**src/rtl/led_pkg.sv**
```systemverilog
// Shared types and defaults for the LED bar serializer.
// Latency: n/a (declarations only).
// Backpressure: n/a.
package led_pkg;

    typedef enum logic [1:0] {
        ST_IDLE  = 2'd0,
        ST_SHIFT = 2'd1,
        ST_LATCH = 2'd2
    } led_state_t;

    typedef enum logic {
        PH_LOW  = 1'b0,
        PH_HIGH = 1'b1
    } led_phase_t;

    localparam int LED_WIDTH = 16;
    localparam int SCLK_DIV  = 2;

endpackage

```
**src/rtl/div_tick.sv**
```systemverilog
// Divider: tick pulses for one cycle every CLK_DIV enabled cycles.
// Latency: tick is combinational from the count register; clr takes effect next edge.
// Backpressure: none; the count freezes while en is low.
//   clk, rst : clock, synchronous active-high reset
//   en       : count enable
//   clr      : synchronous clear (wins over en)
//   tick     : high on the last cycle of each CLK_DIV-cycle period
module div_tick
    import led_pkg::*;
#(
    parameter int CLK_DIV = SCLK_DIV
) (
    input  logic clk,
    input  logic rst,
    input  logic en,
    input  logic clr,
    output logic tick
);

    localparam int CW = (CLK_DIV > 1) ? $clog2(CLK_DIV) : 1;
    localparam logic [CW-1:0] LAST = CW'(CLK_DIV - 1);

    logic [CW-1:0] cnt;

    assign tick = en && (cnt == LAST);

    // Wrapping to zero on tick means every phase change also restarts the count.
    always_ff @(posedge clk) begin
        if (rst || clr) begin
            cnt <= '0;
        end else if (en) begin
            cnt <= tick ? '0 : cnt + 1'b1;
        end
    end

endmodule

```
**src/rtl/led_shift_out.sv**
```systemverilog
// Serializes a parallel frame MSB-first onto sclk/sdata for a 74HC595 chain, then pulses latch.
// Latency: outputs registered; first bit valid the cycle after the strobe, transfer lasts 2*D*WIDTH + D cycles.
// Backpressure: none upstream; one-deep pending buffer (newest wins), sticky overrun when a pending frame is lost.
//   clk, rst    : clock, synchronous active-high reset
//   frame_in    : frame to display, sampled when frame_valid = 1
//   frame_valid : one-cycle new-frame strobe
//   sclk, sdata : serial clock / data to the register chain
//   latch       : storage-register latch pulse
//   busy        : transfer in progress (SHIFT or LATCH)
//   overrun     : sticky, a pending frame was overwritten
module led_shift_out
    import led_pkg::*;
#(
    parameter int WIDTH   = LED_WIDTH,
    parameter int CLK_DIV = SCLK_DIV
) (
    input  logic             clk,
    input  logic             rst,
    input  logic [WIDTH-1:0] frame_in,
    input  logic             frame_valid,
    output logic             sclk,
    output logic             sdata,
    output logic             latch,
    output logic             busy,
    output logic             overrun
);

    localparam int BW = (WIDTH > 1) ? $clog2(WIDTH) : 1;
    localparam logic [BW-1:0] LAST_BIT = BW'(WIDTH - 1);

    led_state_t       state_q, state_d;
    led_phase_t       phase_q, phase_d;
    logic [BW-1:0]    bit_q, bit_d;
    logic [WIDTH-1:0] sh_q, sh_d;
    logic [WIDTH-1:0] pend_q, pend_d;
    logic             pend_full_q, pend_full_d;
    logic             overrun_d;
    logic             sclk_d, sdata_d, latch_d, busy_d;
    logic             tick;
    logic             last_latch;

    div_tick #(.CLK_DIV(CLK_DIV)) u_div (
        .clk  (clk),
        .rst  (rst),
        .en   (state_q != ST_IDLE),
        .clr  (state_q == ST_IDLE),
        .tick (tick)
    );

    assign last_latch = (state_q == ST_LATCH) && tick;

    always_comb begin
        state_d     = state_q;
        phase_d     = phase_q;
        bit_d       = bit_q;
        sh_d        = sh_q;
        pend_d      = pend_q;
        pend_full_d = pend_full_q;
        overrun_d   = overrun;

        case (state_q)
            ST_IDLE: begin
                if (frame_valid) begin
                    state_d = ST_SHIFT;
                    phase_d = PH_LOW;
                    bit_d   = '0;
                    sh_d    = frame_in;
                end
            end
            ST_SHIFT: begin
                if (tick) begin
                    if (phase_q == PH_LOW) begin
                        phase_d = PH_HIGH;
                    end else if (bit_q == LAST_BIT) begin
                        state_d = ST_LATCH;
                    end else begin
                        phase_d = PH_LOW;
                        bit_d   = bit_q + 1'b1;
                        sh_d    = sh_q << 1;
                    end
                end
            end
            ST_LATCH: begin
                if (tick) begin
                    // A strobe in the final latch cycle is newer than anything pending.
                    if (frame_valid || pend_full_q) begin
                        state_d     = ST_SHIFT;
                        phase_d     = PH_LOW;
                        bit_d       = '0;
                        sh_d        = frame_valid ? frame_in : pend_q;
                        pend_full_d = 1'b0;
                        if (frame_valid && pend_full_q) begin
                            overrun_d = 1'b1;
                        end
                    end else begin
                        state_d = ST_IDLE;
                    end
                end
            end
            default: state_d = ST_IDLE;
        endcase

        // Mid-transfer strobes go to the pending slot; the final latch cycle is handled above.
        if (frame_valid && (state_q != ST_IDLE) && !last_latch) begin
            pend_d      = frame_in;
            pend_full_d = 1'b1;
            if (pend_full_q) begin
                overrun_d = 1'b1;
            end
        end

        // Outputs are decoded from the next state so they come straight off flops.
        busy_d  = (state_d != ST_IDLE);
        latch_d = (state_d == ST_LATCH);
        sclk_d  = (state_d == ST_SHIFT) && (phase_d == PH_HIGH);
        sdata_d = (state_d == ST_SHIFT) ? sh_d[WIDTH-1] : sdata;
    end

    always_ff @(posedge clk) begin
        if (rst) begin
            state_q     <= ST_IDLE;
            phase_q     <= PH_LOW;
            bit_q       <= '0;
            sh_q        <= '0;
            pend_q      <= '0;
            pend_full_q <= 1'b0;
            overrun     <= 1'b0;
            sclk        <= 1'b0;
            sdata       <= 1'b0;
            latch       <= 1'b0;
            busy        <= 1'b0;
        end else begin
            state_q     <= state_d;
            phase_q     <= phase_d;
            bit_q       <= bit_d;
            sh_q        <= sh_d;
            pend_q      <= pend_d;
            pend_full_q <= pend_full_d;
            overrun     <= overrun_d;
            sclk        <= sclk_d;
            sdata       <= sdata_d;
            latch       <= latch_d;
            busy        <= busy_d;
        end
    end

endmodule

```
**config.mk**
```make
export PLATFORM = sky130hd
export DESIGN_NAME = led_shift_out
export DESIGN_NICKNAME = d
export VERILOG_FILES = /design/src/rtl/led_pkg.sv /design/src/rtl/div_tick.sv /design/src/rtl/led_shift_out.sv
export SDC_FILE = /design/constraint.sdc
export NUM_CORES = 1
export LEC_CHECK = 0
export CAP_MARGIN = 20
export CORE_MARGIN = 2
export CORE_UTILIZATION = 40
export DETAILED_ROUTE_END_ITERATION = 16
export PLACE_DENSITY = 0.72
export SLEW_MARGIN = 20
export SYNTH_ARGS = -nofsm -noshare
export SYNTH_HDL_FRONTEND = slang
export SYNTH_SLANG_ARGS = --single-unit
```
**constraint.sdc**
```tcl
create_clock -name clk -period 1.77 [get_ports clk]
set_clock_uncertainty 0.1 [all_clocks]
set_input_delay 0.2655 -clock clk [delete_from_list [all_inputs] [get_ports clk]]
set_output_delay 0.2655 -clock clk [all_outputs]
set_load 0.02 [all_outputs]
```
# Yosys cells after proc, flatten, opt, wreduce, memory -nomap -nowiden
# Cells that the tools add are included.
# word_totals
regBits	46
out_inout_bits	5
# classes
addsub	2
n_eq_ne	11
muxes	40
reduce_logical	18
# op_table
op	count
$mux 16	7
$pmux 16 s3	1
$mux 4	6
$mux 1	18
$pmux 4 s3	1
$mux 2	5
$ne 2x2->1 const B	5
$reduce_bool 2->1	5
$reduce_and 7->1	1
$logic_and 1x1->1	6
$pmux 2 s3	1
$add 4x1->4 const B	1
$eq 2x1->1 const B	2
$eq 2x2->1 const B	2
$eq 4x4->1 const B	1
$pmux 1 s3	1
$reduce_and 3->1	1
$reduce_bool 3->1	1
$logic_not 2->1	1
$logic_or 1x1->1	2
$ne 2x1->1 const B	1
$add 1x1->1 const B	1
$logic_not 1->1	1

# Longest topological paths before layout
# Gate-level depths: netlist of the first run.
# depth
word_depth	7
depth_mapped	7
ltp_nobuf	5

# Modules after synthesis
# Synthesis of the first run repeated with hierarchy kept, for this count alone.
# hier_totals
hier_cells	215
area_unflattened_um2	2030.7
# by_module_without_submodules
module	instances	cells_each	area_per_inst_um2
led_shift_out	1	211	1984.4
div_tick	1	4	46.3

# Least setup slack after synthesis of the first run
# OpenSTA, ideal clock, no wires.
# synth_timing
path_type	register -> register
from	reg bit_q[0]
to	reg sh_q[10]
setup_time_ps	125
t_arrival_ps	1572
required_ps	1545
path_slack_ps	-27
stages_incl_launch_ff	7
path_buffers	1
synth_period_minus_slack_ps	1797
path_cell_list	dfxtp_1 ha_1 and3_4 o31ai_1 a21oi_4 buf_6 o2bb2ai_1
# synth_via
elab_chain_cells	3
# synth_rtl
element	line_no	rtl
start, declared	led_shift_out.sv:33	logic [BW-1:0] bit_q, bit_d;
start signal, assigned	led_shift_out.sv:135	bit_q <= bit_d;
$eq 4x4->1	led_shift_out.sv:74	end else if (bit_q == LAST_BIT) begin
$ne 2x2->1 (no source line)	--	
$reduce_and 7->1 (no source line)	--	
end signal, assigned	led_shift_out.sv:124	sh_q <= '0;
end signal, assigned	led_shift_out.sv:136	sh_q <= sh_d;
end, declared	led_shift_out.sv:34	logic [WIDTH-1:0] sh_q, sh_d;
# Every way passes these cells.
# A chain may end at the register's enable or synchronous reset.

# Final worst setup path of the first run
# layout_timing
from	reg bit_q[0]
to	reg bit_q[2]
# layout_via
elab_chain_cells	5
# layout_rtl
element	line_no	rtl
$add 4x1->4	led_shift_out.sv:78	bit_d = bit_q + 1'b1;
$mux 4	led_shift_out.sv:74	
$mux 4	led_shift_out.sv:72	if (phase_q == PH_LOW) begin
$mux 4	led_shift_out.sv:71	if (tick) begin
$pmux 4 s3	led_shift_out.sv:61	case (state_q)
# Several ways; a longest one is shown, not always the timed one. The select of a mux whose other input is x is not followed.

==> flow_metrics.py, run 1 <==
metrics = {
    "finish": {
        "final_cell_mix": "dfxtp_1, clkdlybuf4s50_1, nor2_1, mux2i_1",
        "diodes": 0,
        "layout.nets": 255,
        "area_growth_pct": 26.5,
        "layout_commonest_cell": "dfxtp_1",
        "drive_above_1_share_pct": 22.0,
        "stdcell_count": 306,
    },
    "sta": {
        "slew_headroom_pct": 77.0,
        "fin_crit_ns": 1.69,
        "hold_violations": 0,
        "min_period_over_period_pct": 95.4,
        "setup_viol": 0,
        "finalMaxSlewViolations": 0,
        "clock.fmax_mhz": 592,
        "worst_pin_slew_ns": 0.343,
        "rsz0062_at_grt": "no",
    },
    "synth": {
        "ys_warn_count": 0,
        "yosysUniqueCellTypes": 47,
        "synth_area_mm2": 0.00208,
        "syn-num-nets": 224,
        "synth_cells": 204,
        "synth-seq-cells": 46,
        "seq_area_frac_synth_pct": 44.3,
        "syn_avg_cell_area_um2": 10.2,
    },
    "global_routing": {
        "grtUsageTotal_pct": 15.0,
        "overflow": 0,
        "grt_antenna_before_repair": 0,
        "grt_pass1_wl_mm": 7.21,
        "grt_pass1_vias": 1590,
        "grt_max_degree": 22,
    },
    "detailed_routing": {
        "vias": 1590,
        "drtIter0Drc": 85,
        "first_pass_iters": 4,
        "dr_wl_met3_um": 139,
        "drc": 0,
        "wl_met2_mm": 1.80,
        "detail-route-antenna-nets": 0,
        "top_layer_used": "met4",
        "viasPerCell": 5.20,
        "drt-met1-wl_mm": 2.12,
        "routed_wl_mm": 4.10,
        "post_drt_wl_per_cell_um": 13.4,
    },
    "worst_setup_path": {
        "critPathSlowestCell": "dfxtp_1",
        "critical_path_class": "flop to flop",
        "worstPathMaxFanout": 4,
        "crit_chain": "ha_2, and3_4, o31ai_2, buf_4, a31oi_1, o21a_1",
        "required_ns": 1.86,
        "crit_family": "compound AO/OA/AOI/OAI gates",
        "cp.arrival_ns": 1.78,
        "startpoint_type": "flop",
        "cpPeakStageDelay_ns": 0.34,
        "end_kind": "flop",
        "crit_buf_inv": 1,
    },
    "floorplanning": {
        "die_w_um": 76.1,
        "die_area_mm2": 0.00580,
        "boundaryPins": 24,
        "rows": 26,
        "start_util_pct": 41.0,
        "core_area_mm2": 0.00507,
        "die_h_um": 76.1,
    },
    "placement": {
        "hpwl_mm": 2.87,
        "portBuffers": 23,
        "place_inst": 298,
        "finalWeightedCongestion": 0.772,
    },
    "clock_network": {
        "numCtsBuffers": 5,
        "clock_latency_ns": 0.29,
        "cts_tree": "done",
        "path_clk_slew_ns": 0.09,
        "cts-root-buf": "clkbuf_8",
        "h-tree-depth": 2,
        "clock_path_buffers": 2,
        "hold_buffers": 0,
        "post-cts-setup-buffers": 0,
        "cts.sinks": 46,
    },
    "hold_path": {
        "min_path_type": "flop to flop",
    },
    "flow_run": {
        "maxCapViolCount": 0,
    },
    "pwr": {
        "powerDensity_mw_per_mm2": 905,
        "fin_total_pwr_mw": 2.38,
        "peakVddDrop_v": 0.000597,
        "cellLeakagePower_nw": 1.05,
    },
    "outcome": {
        "outcome": "completed",
    },
}
-- worst paths after layout --
path / startpoint / endpoint / slack [ns] / depth (start not counted)
worst min register to register: sh_q[0] / sh_q[0] / 0.36 / 1
worst max register to register: bit_q[0] / bit_q[2] / 0.08 / 6
worst min-delay path: sh_q[0] / sh_q[0] / 0.36 / 1
worst max-delay path: bit_q[0] / bit_q[2] / 0.08 / 6
-- state kept, by name, summed over array words and instances (netlist names) --
signal       count
sclk             1
u_div.cnt        1
bit_q            4
pend_full_q      1
sh_q            16
busy             1
state_q          2
phase_q          1
overrun          1
latch            1
sdata            1
pend_q          16
-- synthesized netlist by cell type (all sizes together) --
library cell  number  area [um2]
a21bo              1        10.0
a21boi             3        22.5
a21o               2        15.0
a21oi              6        41.3
a221oi             1        15.0
a22oi             13        97.6
a311oi             2        17.5
a31oi              4        31.3
a32oi              1        8.76
and2               1        6.26
and2b              1        7.51
and3               2        17.5
and4               1        8.76
buf               10        68.8
clkbuf             5        18.8
dfxtp             46         921
ha                 1        12.5
inv                4        15.0
mux2              14         158
mux2i             17         170
nand2              3        11.3
nand2b             2        12.5
nand3              5        25.0
nand4b             1        8.76
nor2              22        85.1
nor2b              1        6.26
nor3               1        5.00
nor3b              2        15.0
o21a               2        15.0
o21ai              7        38.8
o21bai             1        11.3
o22a               1        8.76
o2bb2ai           14         123
o31ai              3        22.5
o32a               1        10.0
or2                1        6.26
or3                1        6.26
or4                1        7.51
-- metal layers --
layer / track usage (%) / up-vias
met1: 20.2 / 741
met2: 24.0 / 29
met3: 2.96 / 4
li1: - / 816
met4: 5.09 / 0
met5: 0 / -
-- kinds of logic (layout without fill, tap and decap cells) --
kind of cell / after synthesis / in the layout / synth area share, %
buffers and inverters: 19 / 51 / 4.93
AND/OR/NAND/NOR: 45 / 45 / 11.0
flip-flops: 46 / 46 / 44.3
multiplexers: 31 / 31 / 15.8
adder cells (fa/ha/maj): 1 / 1 / 0.601
AO/OA/AOI/OAI: 62 / 62 / 23.5
-- stage by stage --
step / util, % / hold WS [ns] / area, um2 / setup TNS, ns / worst slack [ns]
2_1_floorplan: - / 0.309 / 2090 / 0 / 0.127
3_3_place_gp: 48.5 / 0.335 / 2460 / -5.20 / -0.191
3_5_place_dp: 48.5 / 0.347 / 2460 / -5.64 / -0.222
4_1_cts: 51.3 / 0.370 / 2600 / 0 / 0.0171
5_1_grt: 51.9 / 0.381 / 2630 / 0 / 0.00911
6_report: 51.9 / 0.365 / 2630 / 0 / 0.0808
-- power breakdown --
part           switching, mW  internal (mW)  total [mW]
sequential            0.0317           1.08        1.12
combinational          0.152          0.173       0.325
clock                  0.338          0.602       0.940
total                  0.522           1.86        2.38
-- final cells by class --
type / count / area (um2)
Fill cell: 476 / 2440
Multi-Input combinational cell: 139 / 1090
Sequential cell: 46 / 922
Timing Repair Buffer: 39 / 375
Tap cell: 70 / 87.6
Clock buffer: 6 / 82.6
Clock inverter: 2 / 60.1
Inverter: 4 / 15.0
-- repair_timing --
| action | 4_1_cts | 5_1_grt |
|---|---|---|
| endpoints found under the setup margin | 0 | 21 |
| endpoints found under the hold margin | 0 | 0 |
| gates resized for setup | 0 | 6 |
Note: power is estimated with default switching activity, not from simulation.
==> run 2, diff against run 1 <==
--- a/config.mk
+++ b/config.mk
@@ -9,7 +9,8 @@
 export CORE_MARGIN = 2
 export CORE_UTILIZATION = 40
 export DETAILED_ROUTE_END_ITERATION = 16
-export PLACE_DENSITY = 0.72
+export PLACE_DENSITY = 0.69
+export SKIP_LAST_GASP = 1
 export SLEW_MARGIN = 20
 export SYNTH_ARGS = -nofsm -noshare
 export SYNTH_HDL_FRONTEND = slang
==> constraint.sdc (replaced) <==
create_clock -name clk -period 2 [get_ports clk]
set_clock_uncertainty 0.1 [all_clocks]
set_input_delay 0.3 -clock clk [delete_from_list [all_inputs] [get_ports clk]]
set_output_delay 0.3 -clock clk [all_outputs]
set_load 0.02 [all_outputs]
==> flow_metrics.py, run 2 (same netlist as run 1, synthesis figures left out) <==
metrics = {
    "sta": {
        "clock.fmax_mhz": 551,
        "setup_tns_ns": 0,
        "hold_violations": 0,
        "fin_crit_ns": 1.81,
        "min_period_over_period_pct": 90.7,
        "rsz0062_at_grt": "no",
        "setup_viol": 0,
        "worst_pin_slew_ns": 0.560,
        "finalMaxSlewViolations": 0,
        "setup_ws_ns": 0.186,
        "slew_headroom_pct": 62.7,
    },
    "global_routing": {
        "busiest_layer": "met2",
        "grt_max_degree": 44,
        "use_met2_pct": 26.5,
        "grt_antenna_before_repair": 0,
        "grtUsageTotal_pct": 16.6,
        "overflow": 0,
        "met3_usage_pct": 4.03,
        "met1_usage_pct": 22.1,
        "grt_pass1_vias": 1667,
        "grt_pass1_wl_mm": 7.86,
    },
    "floorplanning": {
        "die_h_um": 76.1,
        "rows": 26,
        "core_area_mm2": 0.00507,
        "die_area_mm2": 0.00580,
        "die_w_um": 76.1,
        "start_util_pct": 41.0,
        "boundaryPins": 24,
    },
    "pwr": {
        "pwr-share-comb_pct": 14.6,
        "power_frac_clock_pct": 34.6,
        "pwr-share-seq_pct": 50.8,
        "p_sw_share_pct": 23.8,
        "powerDensity_mw_per_mm2": 765,
        "cellLeakagePower_nw": 1.01,
        "peakVddDrop_v": 0.000403,
        "cellInternalPower_mw": 1.48,
        "switching_power_mw": 0.464,
        "fin_total_pwr_mw": 1.95,
    },
    "detailed_routing": {
        "routed_wl_mm": 4.35,
        "vias": 1646,
        "drc": 0,
        "viasPerCell": 5.45,
        "post_drt_wl_per_cell_um": 14.4,
        "first_pass_iters": 4,
        "detail-route-antenna-nets": 0,
        "drtIter0Drc": 103,
    },
    "finish": {
        "largestRegisters": "pend_q (16), sh_q (16), bit_q (4)",
        "nFillCells": 499,
        "final_cell_mix": "dfxtp_1, clkdlybuf4s50_1, nor2_1, mux2i_1",
        "diodes": 0,
        "layout.nets": 251,
        "final_cell_area_mm2": 0.00254,
        "area_growth_pct": 22.3,
        "layout_commonest_cell": "dfxtp_1",
        "stdcell_count": 302,
        "drive_above_1_share_pct": 17.7,
    },
    "worst_setup_path": {
        "worstPathMaxFanout": 7,
        "startpoint_type": "flop",
        "end_kind": "flop",
        "cp.arrival_ns": 1.92,
        "required_ns": 2.10,
        "critical_path_class": "flop to flop",
        "ff2ff_setup_slack_ns": 0.19,
    },
    "clock_network": {
        "h-tree-depth": 2,
        "postCtsResizedCells": 0,
        "numCtsBuffers": 5,
        "cts-root-buf": "clkbuf_8",
        "clock_path_buffers": 2,
        "cts.sinks": 46,
        "clock_latency_ns": 0.29,
        "cts_tree": "done",
        "post-cts-setup-buffers": 0,
        "hold_buffers": 0,
        "path_clk_slew_ns": 0.08,
    },
    "placement": {
        "dp_slack_ns": -0.00777,
        "portBuffers": 23,
        "finalWeightedCongestion": 0.804,
        "place_inst": 294,
        "place_area_mm2": 0.00244,
        "hpwl_mm": 2.92,
    },
    "hold_path": {
        "min_path_type": "flop to flop",
    },
    "outcome": {
        "outcome": "completed",
    },
    "flow_run": {
        "maxCapViolCount": 0,
    },
}
run 2: final cells by class:
cell class / instances / area (um2) / area share, %
Tap cell: 70 / 87.6 / 3.44
Clock buffer: 7 / 76.3 / 3.00
Inverter: 4 / 15.0 / 0.590
Timing Repair Buffer: 35 / 358 / 14.1
Multi-Input combinational cell: 139 / 1060 / 41.5
Sequential cell: 46 / 921 / 36.2
Clock inverter: 1 / 30.0 / 1.18
run 2: worst max-delay path, cell delays in order (launching register included):
cell and delay, ns:
dfxtp_1 0.38, ha_1 0.23, nand3_1 0.15, a31oi_2 0.39, o21ai_0 0.19, a311oi_1 0.28
run 2: final timing paths:
path             from      end  cells after the start
max reg2reg  bit_q[0]    sdata                      5
min reg2reg   sh_q[0]  sh_q[0]                      1
min           sh_q[0]  sh_q[0]                      1
max          bit_q[0]    sdata                      5
run 2: power groups by stage:
| stage | registers, mW | logic, mW | clock network (mW) |
|---|---|---|---|
| 2_1_floorplan | 1.01 | 0.177 | 0 |
| 3_3_place_gp | 1.01 | 0.282 | 0 |
| 3_5_place_dp | 1.01 | 0.286 | 0 |
| 4_1_cts | 0.989 | 0.287 | 0.696 |
| 5_1_grt | 0.996 | 0.314 | 0.730 |
| 6_report | 0.989 | 0.285 | 0.673 |
run 2: metrics by stage:
| step | hold slack [ns] | util, % |
|---|---|---|
| floorplan | 0.327 | - |
| global placement | 0.345 | 48.1 |
| detailed placement | 0.344 | 48.1 |
| CTS | 0.364 | 50.1 |
| global route | 0.389 | 50.1 |
| finish | 0.362 | 50.1 |
run 2: per-layer routing:
layer  wire [um]  vias up
met5           0        -
li1            -      810
met2        2000       37
met3         152        4
met1        2130      795
met4          61        0
